--- config.mk ---
export PLATFORM = sky130hd
export DESIGN_NAME = mem_bus_arbiter_flat
export DESIGN_NICKNAME = d
export VERILOG_FILES = /design/src/rtl/mem_bus_arbiter_pkg.sv /design/src/rtl/mem_bus_arbiter_if.sv /design/src/rtl/mem_bus_arbiter_wait_timer.sv /design/src/rtl/mem_bus_arbiter.sv /design/src/flat_wrapper.sv
export SDC_FILE = /design/constraint.sdc
export NUM_CORES = 1
export LEC_CHECK = 0
export CAP_MARGIN = 20
export CORE_ASPECT_RATIO = 0.9
export CORE_MARGIN = 1.5
export CORE_UTILIZATION = 42
export DETAILED_ROUTE_END_ITERATION = 6
export PLACE_DENSITY = 0.77
export SLEW_MARGIN = 15
export SYNTH_ARGS = -nofsm -noshare
export SYNTH_HDL_FRONTEND = slang
export SYNTH_SLANG_ARGS = --single-unit
--- constraint.sdc ---
create_clock -name clk -period 2.05 [get_ports clk]
set_clock_uncertainty 0.05 [all_clocks]
set_input_delay 0.205 -clock clk [delete_from_list [all_inputs] [get_ports clk]]
set_output_delay 0.205 -clock clk [all_outputs]
set_load 0.02 [all_outputs]
--- src/rtl/mem_bus_arbiter_pkg.sv ---
// Shared definitions for the CPU memory bus: widths, FSM encoding, owner codes,
// and the IF/LS pick rule.
package mem_bus_arbiter_pkg;

    localparam int unsigned ADDR_W = 16;
    localparam int unsigned DATA_W = 16;

    // Arbiter FSM encoding
    localparam logic [1:0] ST_IDLE = 2'b00;
    localparam logic [1:0] ST_BUSY = 2'b01;
    localparam logic [1:0] ST_DONE = 2'b10;

    // Bus owner codes, visible on the owner output
    localparam logic [1:0] OWNER_NONE = 2'b00;
    localparam logic [1:0] OWNER_IF   = 2'b01;
    localparam logic [1:0] OWNER_LS   = 2'b10;

    // LS has priority unless IF is waiting and LS has used up its streak
    function automatic logic ls_wins(input logic if_req, input logic ls_req,
                                     input logic streak_full);
        return ls_req && (!if_req || !streak_full);
    endfunction

endpackage

--- src/rtl/mem_bus_arbiter_if.sv ---
// Bus bundle between the requesters (IF, LS), the arbiter and the memory model.
// master = arbiter side, slave = requesters plus memory.
interface mem_bus_arbiter_if;
    import mem_bus_arbiter_pkg::*;

    // Fetch requester
    logic              if_req;
    logic [ADDR_W-1:0] if_addr;
    logic              if_gnt;
    logic              if_done;
    logic [DATA_W-1:0] if_rdata;

    // Load/store requester
    logic              ls_req;
    logic              ls_we;
    logic [ADDR_W-1:0] ls_addr;
    logic [DATA_W-1:0] ls_wdata;
    logic              ls_gnt;
    logic              ls_done;
    logic [DATA_W-1:0] ls_rdata;

    // Memory side
    logic              mem_req;
    logic              mem_we;
    logic [ADDR_W-1:0] mem_addr;
    logic [DATA_W-1:0] mem_wdata;
    logic              mem_ack;
    logic [DATA_W-1:0] mem_rdata;

    // Status
    logic              bus_err;
    logic [1:0]        owner;

    modport master (
        input  if_req, if_addr, ls_req, ls_we, ls_addr, ls_wdata, mem_ack, mem_rdata,
        output if_gnt, if_done, if_rdata, ls_gnt, ls_done, ls_rdata,
               mem_req, mem_we, mem_addr, mem_wdata, bus_err, owner
    );

    modport slave (
        output if_req, if_addr, ls_req, ls_we, ls_addr, ls_wdata, mem_ack, mem_rdata,
        input  if_gnt, if_done, if_rdata, ls_gnt, ls_done, ls_rdata,
               mem_req, mem_we, mem_addr, mem_wdata, bus_err, owner
    );

endinterface

--- src/rtl/mem_bus_arbiter_wait_timer.sv ---
// Wait-state timer: loadable up-counter with clear; hit flags that the count
// has reached TIMEOUT. Saturates at TIMEOUT.
module mem_bus_arbiter_wait_timer #(
    parameter int unsigned TIMEOUT = 15,
    parameter int unsigned CNT_W   = $clog2(TIMEOUT + 1)
) (
    input  logic             clk,
    input  logic             rst,
    input  logic             clr,
    input  logic             load,
    input  logic [CNT_W-1:0] load_val,
    input  logic             inc,
    output logic             hit
);

    logic [CNT_W-1:0] cnt_q;

    // Clear beats load, load beats increment
    always_ff @(posedge clk) begin
        if (rst) begin
            cnt_q <= '0;
        end else if (clr) begin
            cnt_q <= '0;
        end else if (load) begin
            cnt_q <= load_val;
        end else if (inc && !hit) begin
            cnt_q <= cnt_q + CNT_W'(1);
        end
    end

    assign hit = (cnt_q == CNT_W'(TIMEOUT));

endmodule

--- src/rtl/mem_bus_arbiter.sv ---
// Arbitrates the single memory port between instruction fetch (IF) and
// load/store (LS): LS-first priority with an IF anti-starvation streak limit,
// req/ack handshake with memory and a wait-state timeout.
module mem_bus_arbiter
    import mem_bus_arbiter_pkg::*;
#(
    parameter int unsigned MAX_STREAK = 4,
    parameter int unsigned TIMEOUT    = 15
) (
    input logic               clk,
    input logic               rst,
    mem_bus_arbiter_if.master bus
);

    localparam int unsigned SW    = (MAX_STREAK < 1) ? 1 : $clog2(MAX_STREAK + 1);
    localparam int unsigned CNT_W = $clog2(TIMEOUT + 1);

    logic [1:0]        state_q,     state_d;
    logic [1:0]        owner_q,     owner_d;
    logic [SW-1:0]     streak_q,    streak_d;
    logic              if_gnt_q,    if_gnt_d;
    logic              ls_gnt_q,    ls_gnt_d;
    logic              if_done_q,   if_done_d;
    logic              ls_done_q,   ls_done_d;
    logic              bus_err_q,   bus_err_d;
    logic              mem_req_q,   mem_req_d;
    logic              mem_we_q,    mem_we_d;
    logic [ADDR_W-1:0] mem_addr_q,  mem_addr_d;
    logic [DATA_W-1:0] mem_wdata_q, mem_wdata_d;
    logic [DATA_W-1:0] if_rdata_q,  if_rdata_d;
    logic [DATA_W-1:0] ls_rdata_q,  ls_rdata_d;

    logic timer_clr, timer_load, timer_inc, timeout_hit;
    logic streak_full, pick_ls, pick_if, finish, timed_out;

    // The timer is loaded with 1 on grant, so its count equals the BUSY cycle index
    mem_bus_arbiter_wait_timer #(
        .TIMEOUT (TIMEOUT),
        .CNT_W   (CNT_W)
    ) u_wait_timer (
        .clk      (clk),
        .rst      (rst),
        .clr      (timer_clr),
        .load     (timer_load),
        .load_val (CNT_W'(1)),
        .inc      (timer_inc),
        .hit      (timeout_hit)
    );

    assign streak_full = (streak_q == SW'(MAX_STREAK));
    assign pick_ls     = ls_wins(bus.if_req, bus.ls_req, streak_full);
    assign pick_if     = bus.if_req && !pick_ls;
    // Ack takes precedence over a timeout hit in the same cycle
    assign finish      = bus.mem_ack || timeout_hit;
    assign timed_out   = !bus.mem_ack;

    // Next-state: FSM, pick, streak, transfer latching and result capture
    always_comb begin
        state_d     = state_q;
        owner_d     = owner_q;
        streak_d    = streak_q;
        if_gnt_d    = 1'b0;
        ls_gnt_d    = 1'b0;
        if_done_d   = 1'b0;
        ls_done_d   = 1'b0;
        bus_err_d   = 1'b0;
        mem_req_d   = mem_req_q;
        mem_we_d    = mem_we_q;
        mem_addr_d  = mem_addr_q;
        mem_wdata_d = mem_wdata_q;
        if_rdata_d  = if_rdata_q;
        ls_rdata_d  = ls_rdata_q;
        timer_clr   = 1'b0;
        timer_load  = 1'b0;
        timer_inc   = 1'b0;

        case (state_q)
            ST_IDLE: begin
                owner_d   = OWNER_NONE;
                timer_clr = 1'b1;
                if (pick_ls) begin
                    state_d     = ST_BUSY;
                    owner_d     = OWNER_LS;
                    ls_gnt_d    = 1'b1;
                    mem_req_d   = 1'b1;
                    mem_we_d    = bus.ls_we;
                    mem_addr_d  = bus.ls_addr;
                    mem_wdata_d = bus.ls_wdata;
                    timer_clr   = 1'b0;
                    timer_load  = 1'b1;
                    if (bus.if_req) begin
                        streak_d = streak_full ? streak_q : streak_q + SW'(1);
                    end else begin
                        streak_d = '0;
                    end
                end else if (pick_if) begin
                    state_d     = ST_BUSY;
                    owner_d     = OWNER_IF;
                    if_gnt_d    = 1'b1;
                    mem_req_d   = 1'b1;
                    mem_we_d    = 1'b0;
                    mem_addr_d  = bus.if_addr;
                    mem_wdata_d = '0;
                    timer_clr   = 1'b0;
                    timer_load  = 1'b1;
                    streak_d    = '0;
                end
            end
            ST_BUSY: begin
                timer_inc = 1'b1;
                if (finish) begin
                    state_d   = ST_DONE;
                    mem_req_d = 1'b0;
                    mem_we_d  = 1'b0;
                    bus_err_d = timed_out;
                    if (owner_q == OWNER_IF) begin
                        if_done_d  = 1'b1;
                        if_rdata_d = timed_out ? '0 : bus.mem_rdata;
                    end else begin
                        ls_done_d = 1'b1;
                        if (timed_out) begin
                            ls_rdata_d = '0;
                        end else if (!mem_we_q) begin
                            ls_rdata_d = bus.mem_rdata;
                        end
                    end
                end
            end
            ST_DONE: begin
                state_d   = ST_IDLE;
                owner_d   = OWNER_NONE;
                timer_clr = 1'b1;
            end
            default: begin
                state_d   = ST_IDLE;
                owner_d   = OWNER_NONE;
                mem_req_d = 1'b0;
                mem_we_d  = 1'b0;
                timer_clr = 1'b1;
            end
        endcase
    end

    // State and registered outputs; reset drops mem_req on the next edge
    always_ff @(posedge clk) begin
        if (rst) begin
            state_q     <= ST_IDLE;
            owner_q     <= OWNER_NONE;
            streak_q    <= '0;
            if_gnt_q    <= 1'b0;
            ls_gnt_q    <= 1'b0;
            if_done_q   <= 1'b0;
            ls_done_q   <= 1'b0;
            bus_err_q   <= 1'b0;
            mem_req_q   <= 1'b0;
            mem_we_q    <= 1'b0;
            mem_addr_q  <= '0;
            mem_wdata_q <= '0;
            if_rdata_q  <= '0;
            ls_rdata_q  <= '0;
        end else begin
            state_q     <= state_d;
            owner_q     <= owner_d;
            streak_q    <= streak_d;
            if_gnt_q    <= if_gnt_d;
            ls_gnt_q    <= ls_gnt_d;
            if_done_q   <= if_done_d;
            ls_done_q   <= ls_done_d;
            bus_err_q   <= bus_err_d;
            mem_req_q   <= mem_req_d;
            mem_we_q    <= mem_we_d;
            mem_addr_q  <= mem_addr_d;
            mem_wdata_q <= mem_wdata_d;
            if_rdata_q  <= if_rdata_d;
            ls_rdata_q  <= ls_rdata_d;
        end
    end

    assign bus.if_gnt    = if_gnt_q;
    assign bus.ls_gnt    = ls_gnt_q;
    assign bus.if_done   = if_done_q;
    assign bus.ls_done   = ls_done_q;
    assign bus.if_rdata  = if_rdata_q;
    assign bus.ls_rdata  = ls_rdata_q;
    assign bus.mem_req   = mem_req_q;
    assign bus.mem_we    = mem_we_q;
    assign bus.mem_addr  = mem_addr_q;
    assign bus.mem_wdata = mem_wdata_q;
    assign bus.bus_err   = bus_err_q;
    assign bus.owner     = owner_q;

endmodule

--- src/flat_wrapper.sv ---
// flat-port wrapper written by rule: the top's interface ports become plain ports
module mem_bus_arbiter_flat import mem_bus_arbiter_pkg::*;
#(
    parameter int unsigned MAX_STREAK = 4,
    parameter int unsigned TIMEOUT    = 15
)
  (clk, rst, bus_if_req, bus_if_addr, bus_ls_req, bus_ls_we, bus_ls_addr, bus_ls_wdata, bus_mem_ack, bus_mem_rdata, bus_if_gnt, bus_if_done, bus_if_rdata, bus_ls_gnt, bus_ls_done, bus_ls_rdata, bus_mem_req, bus_mem_we, bus_mem_addr, bus_mem_wdata, bus_bus_err, bus_owner);
  mem_bus_arbiter_if bus_i ();
  input logic clk;
  input logic rst;
  input wire logic [$bits(bus_i.if_req)-1:0] bus_if_req;
  input wire logic [$bits(bus_i.if_addr)-1:0] bus_if_addr;
  input wire logic [$bits(bus_i.ls_req)-1:0] bus_ls_req;
  input wire logic [$bits(bus_i.ls_we)-1:0] bus_ls_we;
  input wire logic [$bits(bus_i.ls_addr)-1:0] bus_ls_addr;
  input wire logic [$bits(bus_i.ls_wdata)-1:0] bus_ls_wdata;
  input wire logic [$bits(bus_i.mem_ack)-1:0] bus_mem_ack;
  input wire logic [$bits(bus_i.mem_rdata)-1:0] bus_mem_rdata;
  output wire logic [$bits(bus_i.if_gnt)-1:0] bus_if_gnt;
  output wire logic [$bits(bus_i.if_done)-1:0] bus_if_done;
  output wire logic [$bits(bus_i.if_rdata)-1:0] bus_if_rdata;
  output wire logic [$bits(bus_i.ls_gnt)-1:0] bus_ls_gnt;
  output wire logic [$bits(bus_i.ls_done)-1:0] bus_ls_done;
  output wire logic [$bits(bus_i.ls_rdata)-1:0] bus_ls_rdata;
  output wire logic [$bits(bus_i.mem_req)-1:0] bus_mem_req;
  output wire logic [$bits(bus_i.mem_we)-1:0] bus_mem_we;
  output wire logic [$bits(bus_i.mem_addr)-1:0] bus_mem_addr;
  output wire logic [$bits(bus_i.mem_wdata)-1:0] bus_mem_wdata;
  output wire logic [$bits(bus_i.bus_err)-1:0] bus_bus_err;
  output wire logic [$bits(bus_i.owner)-1:0] bus_owner;
  assign bus_i.if_req = bus_if_req;
  assign bus_i.if_addr = bus_if_addr;
  assign bus_i.ls_req = bus_ls_req;
  assign bus_i.ls_we = bus_ls_we;
  assign bus_i.ls_addr = bus_ls_addr;
  assign bus_i.ls_wdata = bus_ls_wdata;
  assign bus_i.mem_ack = bus_mem_ack;
  assign bus_i.mem_rdata = bus_mem_rdata;
  assign bus_if_gnt = bus_i.if_gnt;
  assign bus_if_done = bus_i.if_done;
  assign bus_if_rdata = bus_i.if_rdata;
  assign bus_ls_gnt = bus_i.ls_gnt;
  assign bus_ls_done = bus_i.ls_done;
  assign bus_ls_rdata = bus_i.ls_rdata;
  assign bus_mem_req = bus_i.mem_req;
  assign bus_mem_we = bus_i.mem_we;
  assign bus_mem_addr = bus_i.mem_addr;
  assign bus_mem_wdata = bus_i.mem_wdata;
  assign bus_bus_err = bus_i.bus_err;
  assign bus_owner = bus_i.owner;
  mem_bus_arbiter #(.MAX_STREAK(MAX_STREAK), .TIMEOUT(TIMEOUT)) u_core (.clk(clk), .rst(rst), .bus(bus_i));
endmodule
==> summary.txt <==
Critical path
  – Worst path arrival time: 1980 ps
  – Critical Path RT: 2240 ps
  – CP Max Fanout: 16
  – Endpoint class of the critical path: flip-flop
  – Setup Crit Path Kind: flip-flop to flip-flop
  – Startpoint Class: flip-flop

Logic synthesis
  – Post-Synthesis Cell Area: 3370 um2
  – Synth top area share: 48.8%
  – Synth cell count leaders: 82 x dfxtp_1, 50 x o21ai_0, 37 x nand3_1
  – Cell with the most instances after synthesis: dfxtp_1
  – Main combinational cell family by area after synthesis: compound AO/OA/AOI/OAI gates
  – Yosys cell types: 43
  – Post-synthesis simple-gate area fraction: 16.7%
  – Average cell area after synthesis: 8.86 um2
  – Post-synthesis sequential area ratio: 48.8%
  – Async set-reset flop share out of synthesis: 0%
  – Mux cell area share after synthesis: 0.595%
  – Synth Instances: 380
  – Synth Area in Adders: 1.12%
  – Post-Synth XOR/XNOR Area: 0.260%
  – Synth warnings: 0
  – Top_reg_cell synth: dfxtp_1
  – Largest cells by area after synthesis: dfxtp_1 49%, o21ai_0 7.4%, nand3_1 5.5%
  – Number of enable flip-flop cells after synthesis: 0
  – Yosys reg bits: 82
  – Synth area leader: dfxtp_1
  – Syn nets: 453
  – Synth Area in Compound Gates: 27.0%

Power and ir drop
  – Lkg Pwr: 1.79 nW
  – Max IR drop VDD: 439 uV
  – PwrDens: 742 nW/um2
  – Power, Total: 3.78 mW

Detailed routing
  – Via count: 3,499
  – Drt drc: 0
  – Starting DRT DRC Count: 140
  – Final wirelength: 10,200 um
  – Average wire per standard cell: 16.6 um
  – Detailed-route vias per instance: 5.70
  – Iteration count of the initial detailed-routing pass: 4
  – Detail Route Antenna Nets: 0

Clock tree
  – Cts bufs inserted: 9
  – Hold-fix buffers, CTS: 0
  – Reg clk slew, reported paths: 80 ps
  – Clk Latency, worst-skew pair: 350 ps
  – H-tree levels: 3
  – Sinks on Clock Net: 82
  – CTS tree: done
  – CTS max path bufs: 2
  – Root Driver: clkbuf_8
  – # resized after CTS: 0
  – Post-CTS setup buffers: 0

Flow run
  – Max-cap violations: 0

Floorplanning
  – Core area: 7660 um2
  – I/O Pins: 143
  – Site Rows: 30
  – Die area: 8560 um2
  – Die width: 97.4 um
  – Starting Density: 44.0%
  – DIE HEIGHT: 87.9 um

Timing
  – Headroom to the max-slew limit: 45.9%
  – Fin crit share: 87.5%
  – Worst-Margin Slew: 810 ps
  – Hold WS: 363 ps
  – Tmin final: 1790 ps
  – RSZ-0062 raised after global routing: false
  – Slew Limit Fails: 0
  – Final-report setup violation count: 0
  – F_max: 557 MHz
  – Hold violation count in the final report: 0

GRT
  – Initial antenna violation count: 0
  – Gr ovfl total: 0
  – Largest net degree at the start of global routing: 30
  – Total GRT Usage: 23.2%
  – Vias in the first global route: 3,262
  – First-pass GRT wire length: 15,800 um

Hold path
  – Worst hold path type: input pin to flip-flop

Placed design
  – GPL Wtd Cong: 0.854
  – Detailed placer's ending HPWL: 7440 um
  – # port buffers: 142

Finish
  – N_diodes: 0
  – Final net count: 587
  – Share of cells above drive strength 1: 8.30%
  – Area grow syn2layout: 51.5%

Run status
  – Status: finished clean
-- layout by cell type, fill, tap and decap left out, drive strengths merged, types with 10 or more instances in the layout --
| master | instances |
|---|---|
| buf | 18 |
| nand4 | 18 |
| a22oi | 16 |
| o2bb2ai | 16 |
| dfxtp | 82 |
| o21ai | 50 |
| nand2 | 22 |
| a31oi | 18 |
| a21oi | 33 |
| nand3 | 37 |
| clkdlybuf4s50 | 142 |
| clkbuf | 10 |
-- area by class of cell --
cell class              count  area [um2]
clock buffers              10         138
inverters                   7        26.3
fillers                   660        2560
clock inverters             5        55.1
flip-flops and latches     82        1640
multi-input cells         254        1550
well taps                  96         120
repair buffers            160        1570
-- flip-flops by register name, indices dropped and copies added, names as in the netlist --
name	flops
u_core.bus.if_rdata	16
u_core.bus.ls_rdata	16
u_core.bus.mem_addr	16
u_core.bus.mem_wdata	16
u_core.u_wait_timer.cnt_q	4
u_core.streak_q	3
u_core.bus.owner	2
u_core.state_q	2
u_core.bus.bus_err	1
u_core.bus.if_done	1
u_core.bus.if_gnt	1
u_core.bus.ls_done	1
u_core.bus.ls_gnt	1
u_core.bus.mem_req	1
u_core.bus.mem_we	1
-- per-layer routing --
metal  global-route usage (%)  vias up  part of all wire, %  routed length [um]
li1                         -     1686                    -                   -
met1                     29.4     1674                   44                4440
met2                     38.7      123                   48                4870
met3                     6.38       16                  6.5                 663
met4                     7.66        0                  2.0                 201
met5                        0        -                    0                   0
-- through the flow --
step | TNS [ps] | utilization, % | cell area, um2 | instances | setup slack [ps]
6_report | 0 | 66.6 | 5100 | 614 | 255
5_1_grt | 0 | 66.6 | 5100 | 614 | 147
4_1_cts | 0 | 66.5 | 5090 | 613 | 209
3_5_place_dp | -216 | 64.0 | 4900 | 598 | -104
3_3_place_gp | -41.4 | 64.0 | 4900 | 598 | -22.5
2_1_floorplan | 0 | - | 3370 | 380 | 308
-- report_power, final --
part           internal [mW]  switching, mW  leakage [nW]
clock                  0.585          0.566        0.0941
combinational          0.428          0.434          1.02
sequential              1.70         0.0669         0.670
total                   2.72           1.07          1.79
-- critical path, cell delays in order (launching register included) --
cell       delay (ps)
dfxtp_1           400
ha_1              310
nand4b_1          190
a2111oi_4         370
buf_4             260
o2bb2ai_1         110
-- logic make-up after synthesis --
family / count (synthesis)
AO/OA/AOI/OAI: 144
XOR/XNOR: 1
adder cells (fa/ha/maj): 3
buffers and inverters: 44
flip-flops: 82
multiplexers: 2
AND/OR/NAND/NOR: 104
-- path summary, 6_finish.rpt --
path	from	end	slack, ps	depth (start not counted)
worst max-delay path	u_core.u_wait_timer.cnt_q[0]$_SDFFE_PP0P_	u_core.bus.ls_rdata[6]$_SDFFE_PP0P_	260	5
worst min-delay path	bus_ls_wdata[5]	u_core.bus.mem_wdata[5]$_SDFFE_PP0P_	360	3
worst max register to register	u_core.u_wait_timer.cnt_q[0]$_SDFFE_PP0P_	u_core.bus.ls_rdata[6]$_SDFFE_PP0P_	260	5
worst min register to register	u_core.bus.ls_rdata[9]$_SDFFE_PP0P_	u_core.bus.ls_rdata[9]$_SDFFE_PP0P_	410	2
No activity file was read; power rests on OpenSTA's default activity.
